==> config.mk <==
export PLATFORM = sky130hd
export DESIGN_NAME = dsam_channel_sequencer
export DESIGN_NICKNAME = d
export VERILOG_FILES = /design/src/rtl/dsam_pkg.sv /design/src/rtl/dsam_tag_pipe.sv /design/src/rtl/dsam_channel_sequencer.sv
export SDC_FILE = /design/constraint.sdc
export NUM_CORES = 1
export LEC_CHECK = 0
export ABC_AREA = 1
export CORE_AREA = 2 2 67 69
export CTS_CLUSTER_DIAMETER = 200
export DETAILED_ROUTE_END_ITERATION = 10
export DIE_AREA = 0 0 69 71
export MAX_ROUTING_LAYER = met4
export PLACE_DENSITY = 0.85
export SLEW_MARGIN = 20
export SYNTH_ARGS = -nofsm -noshare
export SYNTH_HDL_FRONTEND = slang
export SYNTH_SLANG_ARGS = --single-unit
==> constraint.sdc <==
create_clock -name clk -period 2.7 [get_ports clk]
set_input_delay 0.54 -clock clk [delete_from_list [all_inputs] [get_ports clk]]
set_output_delay 0.54 -clock clk [all_outputs]
set_load 0.03 [all_outputs]
==> src/rtl/dsam_pkg.sv <==
// Shared types and helpers for the DSAM channel sequencer.
// State codes are plain localparams so legacy netlists can match the encoding.
package dsam_pkg;

    typedef logic [2:0] dsam_state_t;

    localparam dsam_state_t ST_IDLE  = 3'd0;
    localparam dsam_state_t ST_CLEAR = 3'd1;
    localparam dsam_state_t ST_PRIME = 3'd2;
    localparam dsam_state_t ST_RUN   = 3'd3;
    localparam dsam_state_t ST_DRAIN = 3'd4;

    // Width of a channel index; a single channel still needs one bit.
    function automatic int chan_width(input int n);
        return (n > 1) ? $clog2(n) : 1;
    endfunction

endpackage

==> src/rtl/dsam_tag_pipe.sv <==
// Delay line for the valid/channel/prime tags, matching the encoder latency.
module dsam_tag_pipe #(
    parameter int LATENCY = 1,
    parameter int CW      = 8
) (
    input  logic          clk,
    input  logic          reset,
    input  logic          in_valid,
    input  logic [CW-1:0] in_chan,
    input  logic          in_prime,
    output logic          out_valid,
    output logic [CW-1:0] out_chan,
    output logic          out_prime
);

    logic [LATENCY-1:0] valid_q;
    logic [LATENCY-1:0] prime_q;
    logic [CW-1:0]      chan_q [LATENCY];

    always_ff @(posedge clk or negedge reset) begin
        if (!reset) begin
            valid_q <= '0;
            prime_q <= '0;
            for (int i = 0; i < LATENCY; i++) chan_q[i] <= '0;
        end else begin
            valid_q[0] <= in_valid;
            prime_q[0] <= in_prime;
            chan_q[0]  <= in_chan;
            for (int i = 1; i < LATENCY; i++) begin
                valid_q[i] <= valid_q[i-1];
                prime_q[i] <= prime_q[i-1];
                chan_q[i]  <= chan_q[i-1];
            end
        end
    end

    assign out_valid = valid_q[LATENCY-1];
    assign out_prime = prime_q[LATENCY-1];
    assign out_chan  = chan_q[LATENCY-1];

endmodule

==> src/rtl/dsam_channel_sequencer.sv <==
// Frame sequencer feeding a delta-sigma encoder; DSAM_SEQ_FRAME_CNT_EN adds frame_cnt.
//   state | meaning
//   IDLE  | waiting for start
//   CLEAR | one-cycle encoder/FIFO history clear
//   PRIME | first (raw) frame, outputs tagged m_prime
//   RUN   | steady-state frames
//   DRAIN | flushing the tag pipe before returning to IDLE
module dsam_channel_sequencer
    import dsam_pkg::*;
#(
    parameter int DATA_WIDTH  = 16,
    parameter int CHANNELS    = 256,
    parameter int ENC_LATENCY = 1
) (
    input  logic                            clk,
    input  logic                            reset,
    input  logic                            start,
    input  logic                            stop,
    input  logic                            s_valid,
    output logic                            s_ready,
    input  logic [DATA_WIDTH-1:0]           s_data,
    input  logic                            s_last,
    output logic [DATA_WIDTH-1:0]           enc_in,
    output logic                            enc_en,
    output logic                            enc_clr,
    output logic                            m_valid,
    output logic [chan_width(CHANNELS)-1:0] m_chan,
    output logic                            m_prime,
    output logic                            busy,
    output logic                            sync_err
`ifdef DSAM_SEQ_FRAME_CNT_EN
    ,
    output logic [31:0]                     frame_cnt
`endif
);

    localparam int CW = chan_width(CHANNELS);
    localparam int DW = (ENC_LATENCY > 1) ? $clog2(ENC_LATENCY) : 1;
    localparam logic [CW-1:0] LAST = CW'(CHANNELS - 1);

    dsam_state_t   state;
    logic [CW-1:0] cnt;
    logic [DW-1:0] drain_cnt;
    logic          stop_pend;
    logic [CW-1:0] tag_chan;
    logic          tag_prime;
    logic          accept;
    logic          frame_err;

    assign s_ready   = (state == ST_PRIME) || (state == ST_RUN);
    assign busy      = (state != ST_IDLE);
    assign enc_clr   = (state == ST_CLEAR);
    assign accept    = s_valid && s_ready;
    assign frame_err = s_last != (cnt == LAST);

    always_ff @(posedge clk or negedge reset) begin
        if (!reset) begin
            state     <= ST_IDLE;
            cnt       <= '0;
            drain_cnt <= '0;
            stop_pend <= 1'b0;
            sync_err  <= 1'b0;
            enc_en    <= 1'b0;
            enc_in    <= '0;
            tag_chan  <= '0;
            tag_prime <= 1'b0;
        end else begin
            enc_en <= 1'b0;
            case (state)
                ST_IDLE: begin
                    if (start) begin
                        state     <= ST_CLEAR;
                        sync_err  <= 1'b0;
                        stop_pend <= 1'b0;
                    end
                end
                ST_CLEAR: begin
                    state <= ST_PRIME;
                    cnt   <= '0;
                    if (stop) stop_pend <= 1'b1;
                end
                ST_PRIME, ST_RUN: begin
                    if (stop) stop_pend <= 1'b1;
                    if (accept) begin
                        if (frame_err) begin
                            // Misframed sample is dropped; CLEAR wipes the partial history.
                            sync_err <= 1'b1;
                            state    <= ST_CLEAR;
                            cnt      <= '0;
                        end else begin
                            enc_en    <= 1'b1;
                            enc_in    <= s_data;
                            tag_chan  <= cnt;
                            tag_prime <= (state == ST_PRIME);
                            cnt       <= cnt + CW'(1);
                            if (cnt == LAST) begin
                                if (stop_pend || stop) begin
                                    state     <= ST_DRAIN;
                                    stop_pend <= 1'b0;
                                    drain_cnt <= DW'(ENC_LATENCY - 1);
                                end else begin
                                    state <= ST_RUN;
                                end
                            end
                        end
                    end
                end
                ST_DRAIN: begin
                    if (drain_cnt == '0) state <= ST_IDLE;
                    else                 drain_cnt <= drain_cnt - DW'(1);
                end
                default: state <= ST_IDLE;
            endcase
        end
    end

`ifdef DSAM_SEQ_FRAME_CNT_EN
    always_ff @(posedge clk or negedge reset) begin
        if (!reset)
            frame_cnt <= '0;
        else if (state == ST_IDLE && start)
            frame_cnt <= '0;
        else if (state == ST_RUN && accept && !frame_err && cnt == LAST && frame_cnt != '1)
            frame_cnt <= frame_cnt + 32'd1;
    end
`else
    // Frame counting is not built in this configuration.
`endif

    dsam_tag_pipe #(
        .LATENCY (ENC_LATENCY),
        .CW      (CW)
    ) u_tag_pipe (
        .clk       (clk),
        .reset     (reset),
        .in_valid  (enc_en),
        .in_chan   (tag_chan),
        .in_prime  (tag_prime),
        .out_valid (m_valid),
        .out_chan  (m_chan),
        .out_prime (m_prime)
    );

endmodule

# Word level (Yosys, flattened, before mapping)
# Cells that the tools add are included.
dict set report word_totals {
  register_bits 50
  inputBits 22
  wordCells 74
}
dict set report op_classes {
  mux 29
  n_eq_ne 14
  bitwise 1
  add_sub_neg 2
  reduce_logical 16
}
# op n
set op_table {}
lappend op_table {{$mux 3} 6}
lappend op_table {{$mux 1} 16}
lappend op_table {{$mux 8} 2}
lappend op_table {{$pmux 8 s2} 1}
lappend op_table {{$ne 2x2->1 const B} 7}
lappend op_table {{$pmux 3 s4} 1}
lappend op_table {{$add 8x1->8 const B} 1}
lappend op_table {{$eq 8x8->1 const B} 1}
lappend op_table {{$reduce_and 4->1} 2}
lappend op_table {{$eq 3x2->1 const B} 2}
lappend op_table {{$reduce_bool 2->1} 3}
lappend op_table {{$reduce_bool 3->1} 2}
lappend op_table {{$reduce_and 5->1} 1}
lappend op_table {{$pmux 1 s2} 2}
lappend op_table {{$reduce_and 2->1} 2}
lappend op_table {{$eq 3x1->1 const B} 1}
lappend op_table {{$eq 3x3->1 const B} 1}
lappend op_table {{$logic_not 3->1} 1}
lappend op_table {{$ne 3x3->1 const B} 1}
lappend op_table {{$pmux 1 s3} 1}
lappend op_table {{$reduce_and 3->1} 1}
lappend op_table {{$logic_or 1x1->1} 2}
lappend op_table {{$reduce_or 2->1} 1}
lappend op_table {{$logic_and 1x1->1} 1}
lappend op_table {{other kinds (3)} 3}

# Longest topological paths before layout
dict set report depth {
  word_depth 6
  ltp_mapped 12
}

# By module
# From an unflattened synthesis, not the netlist that was laid out.
dict set report hier_totals {
  cells_unflattened 216
  area_unflattened_um2 2038.2
}
# module instances cells_per_inst area_each_um2
set modules_own_cells {}
lappend modules_own_cells {dsam_channel_sequencer 1 206 1788.0}
lappend modules_own_cells {dsam_tag_pipe 1 10 250.2}

# Worst setup path after synthesis
# OpenSTA, ideal clock, no wires.
dict set report synth_timing {
  path_kind {register to register}
  from {register cnt[0]}
  to {register tag_prime}
  setup_ns 0.121
  path_buffers 1
  path_stages_with_launch 11
  setup_slack_ns 0.941
  required_ns 2.579
  t_arrival_ns 1.638
  period_less_slack_ns 1.759
  cell_sequence {dfrtp_1 -> ha_1 -> nand3_1 -> nor2_1 -> inv_1 -> ha_1 -> nor2_4 -> inv_2 -> buf_6 -> nand2_1 -> o21ai_2}
}
dict set report synth_via {
  elab_chain_cells 4
}
# element line_no
set synth_rtl {}
lappend synth_rtl {{start, declared} dsam_channel_sequencer.sv:42} ;# logic [CW-1:0] cnt;
lappend synth_rtl {{start signal, assigned} dsam_channel_sequencer.sv:95} ;# cnt <= cnt + CW'(1);
lappend synth_rtl {{$eq 8x8->1} dsam_channel_sequencer.sv:54} ;# assign frame_err = s_last != (cnt == LAST);
lappend synth_rtl {{$ne 1x1->1} dsam_channel_sequencer.sv:54}
lappend synth_rtl {{$not 1->1 (no line)} n/a}
lappend synth_rtl {{$reduce_and 3->1 (no line)} n/a}
lappend synth_rtl {{end signal, assigned} dsam_channel_sequencer.sv:94} ;# tag_prime <= (state == ST_PRIME);
lappend synth_rtl {{end, declared} dsam_channel_sequencer.sv:46} ;# logic tag_prime;
# No other way between the ends.
# A chain may end at the register's enable or synchronous reset.

# Worst setup path in the final report
dict set report layout_timing {
  from {register state[1]}
  to {output enc_clr}
}
dict set report layout_via {
  elab_chain_cells 1
}
# element line_no
set layout_rtl {}
lappend layout_rtl {{start, declared} dsam_channel_sequencer.sv:41} ;# dsam_state_t state;
lappend layout_rtl {{start signal, assigned} dsam_channel_sequencer.sv:58} ;# state <= ST_IDLE;
lappend layout_rtl {{start signal, assigned} dsam_channel_sequencer.sv:72} ;# state <= ST_CLEAR;
lappend layout_rtl {{start signal, assigned} dsam_channel_sequencer.sv:78} ;# state <= ST_PRIME;
lappend layout_rtl {{$eq 3x1->1} dsam_channel_sequencer.sv:52} ;# assign enc_clr = (state == ST_CLEAR);
lappend layout_rtl {{end, declared} dsam_channel_sequencer.sv:25} ;# output logic enc_clr,
# No other way between the ends.

==> impl_metrics.toml <==
[yosys]
synth_top_cells_by_area = "dfrtp_1 (60%), nand2_1 (16%), inv_1 (3.9%), o21ai_2 (2.6%), nor2_1 (2.4%)"
synth_commonest_cells = "nand2_1 (85), dfrtp_1 (49), inv_1 (21)"
synth_top_area_share_pct = 60.2
synth-main-ff-cell = "dfrtp_1"
ys_ff_latch = 49
synth_cell_type_count = 23
async_flop_share_pct = 100
ys_seq_area_share_pct = 60.2
synth_area_per_cell_um2 = 9.22
yosysMostFrequentCell = "nand2_1"
synthCells = 221
synth_area_um2 = 2040
synth_edf_count = 0
synth_top_area_cell = "dfrtp_1"
yosysWarnings = 0
synth_nets = 245

[critical_path]
rr_worst_depth = 12
crit_required_ns = 2.16
criticalPathCategory = "register to output pin"
cp-startpoint = "state[1]$_DFFE_PN0P_"
r2r_start = "cnt[0]$_DFFE_PN0P_"
cp-start-kind = "register"
r2r-end = "stop_pend$_DFFE_PN0P_"
reg2reg_slack_ns = 0.57
critPathMaxFanout = 4
critPathCaptureType = "output pin"
cp.arrival_ns = 1.68

[power_and_ir_drop]
powerDensity_nw_per_um2 = 1040
finalPower_mw = 2.77
peakVddDrop_uv = 576
leakage_nw = 1.34

[final_layout]
fillers = 357
finalNetCount = 300
final_area_um2 = 2670
insertedDiodeCount = 0
areaGrowthSynthToFinish_pct = 31.0
layout-drive-gt1-share_pct = 9.03

[timing]
setup_ws_ns = 0.483
rsz0062_at_grt = "no"
skew_ns = 0.00663
final-hold-violation-count = 0
fin_setup_tns_ns = 0
finalMaxSlewViolations = 0
worstMarginPinSlew_ns = 0.527
fin_crit_ns = 2.22
timing.fmax_mhz = 451
setup_violations = 0
slew-limit-headroom_pct = 64.8
finalCritPeriodShare_pct = 82.1
hold_slack_ns = 0.166

[global_routing]
grt-ovfl-total = 0
grt_max_degree = 31
antenna_found_initial = 0
grt_pass1_wl_mm = 6.60
grtUsageTotal_pct = 17.4
first_global_vias = 1525

[placed_design]
numPortBuffers = 52
dp_slack_ns = 0.478
gp_congestion = 0.823
dpl-instance-area_um2 = 2570
dp_hpwl_mm = 2.71

[clock_tree]
clk_path_buf_depth = 2
insertion_delay_ns = 0.30
cts.repair.resized = 0
tritoncts = "yes"
cts.sinks = 49
root_buffer = "clkbuf_8"
clkSlewWorstSetupHoldPaths_ns = 0.08
cts-buffers-inserted = 5
postCtsHoldBufs = 0
htreeDepth = 2
post_cts_buffers = 0

[route]
vias = 1585
routedWlPerCell_um = 11.5
ant_nets = 0
drc = 0
viasPerCell = 4.82
routed_wl_mm = 3.78
dr.pass1.iters = 4
drtIter0Drc = 67

[die]
coreArea_um2 = 4200
dieArea_um2 = 4900
die_y_um = 71
dieWidth_um = 69
start_util_pct = 48.5
rows = 24
io_pins = 53

[status]
outcome = "complete, no violations"

[worst_hold_path]
hold_class = "primary input to asynchronous set/reset pin"

[run]
maxCapViolations = 0
==> power by group <==
part / switching, mW / total [mW] / internal [mW] / leakage [nW]
sequential: 0.129 / 1.08 / 0.951 / 0.641
combinational: 0.766 / 1.24 / 0.478 / 0.647
clock: 0.237 / 0.444 / 0.208 / 0.0512
total: 1.13 / 2.77 / 1.64 / 1.34
==> registers in the layout, summed over array words and instances, names as in the netlist <==
| name | cells |
|---|---|
| stop_pend | 1 |
| enc_in | 16 |
| u_tag_pipe.out_chan | 8 |
| enc_en | 1 |
| tag_prime | 1 |
| state | 3 |
| sync_err | 1 |
| cnt | 8 |
| tag_chan | 8 |
| u_tag_pipe.out_prime | 1 |
| u_tag_pipe.out_valid | 1 |
==> layout make-up <==
type / instances / area [µm²] / area share (%)
Clock buffer: 6 / 82.6 / 3.09
Clock inverter: 2 / 13.8 / 0.515
Inverter: 24 / 90.1 / 3.37
Multi-Input combinational cell: 142 / 662 / 24.8
Sequential cell: 49 / 1230 / 45.9
Tap cell: 52 / 65.1 / 2.44
Timing Repair Buffer: 54 / 531 / 19.9
==> cells in the final DEF (no fill, tap or decap) <==
cell             count
nand2_2              2
nand2_1             85
dfrtp_1             49
a21oi_1              6
o21ai_1              1
clkinv_2             1
o31ai_1              1
buf_4                2
inv_1               21
o21ai_2              6
nand4_1              3
clkinv_4             1
ha_1                 2
clkdlybuf4s50_1     51
inv_2                3
o21ai_0              7
o21a_1               1
xor2_1               1
buf_2                1
nor2_4               1
nand3_2              2
nor2_1              13
nor4_1               1
nand3_1              8
clkbuf_8             6
or2_1                1
a21boi_1             1
==> how the worst max path moves through the flow <==
stage	endpoint	slack, ns	cells after the start
final	enc_clr	0.48	4
after CTS	enc_clr	0.47	4
after global placement	stop_pend$_DFFE_PN0P_	0.53	10
after global routing	tag_chan[1]$_DFFE_PN0P_	0.31	9
after detailed placement	stop_pend$_DFFE_PN0P_	0.48	10
after floorplan	tag_prime$_DFFE_PN0P_	0.94	10
==> metal layers <==
layer	share of wire (%)	vias to the layer above	track usage, %
li1	-	792	-
met1	43	740	21.0
met2	50	48	28.3
met3	5.3	5	3.85
met4	2.0	0	7.84
met5	0	-	-
==> worst max-delay path, stage by stage, from the launching register on <==
cell and delay, ns:
dfrtp_1 0.43, inv_1 0.11, nand3_2 0.09, inv_1 0.09, clkdlybuf4s50_1 0.67
==> logic make-up after synthesis <==
| kind of cell | synth area share, % |
|---|---|
| AOI/OAI and AO/OA | 7.12 |
| and+or+nand+nor | 23.7 |
| xor gates and xnor gates | 0.430 |
| adders and majority gates | 1.23 |
| DFF | 60.2 |
| buffers and inverters | 7.37 |
==> metrics by stage <==
stage | std cells | util, %
floorplan | 221 | -
global placement | 321 | 61.2
detailed placement | 321 | 61.2
CTS | 329 | 63.5
global route | 329 | 63.5
finish | 329 | 63.5
Note: power is estimated with default switching activity, not from simulation.
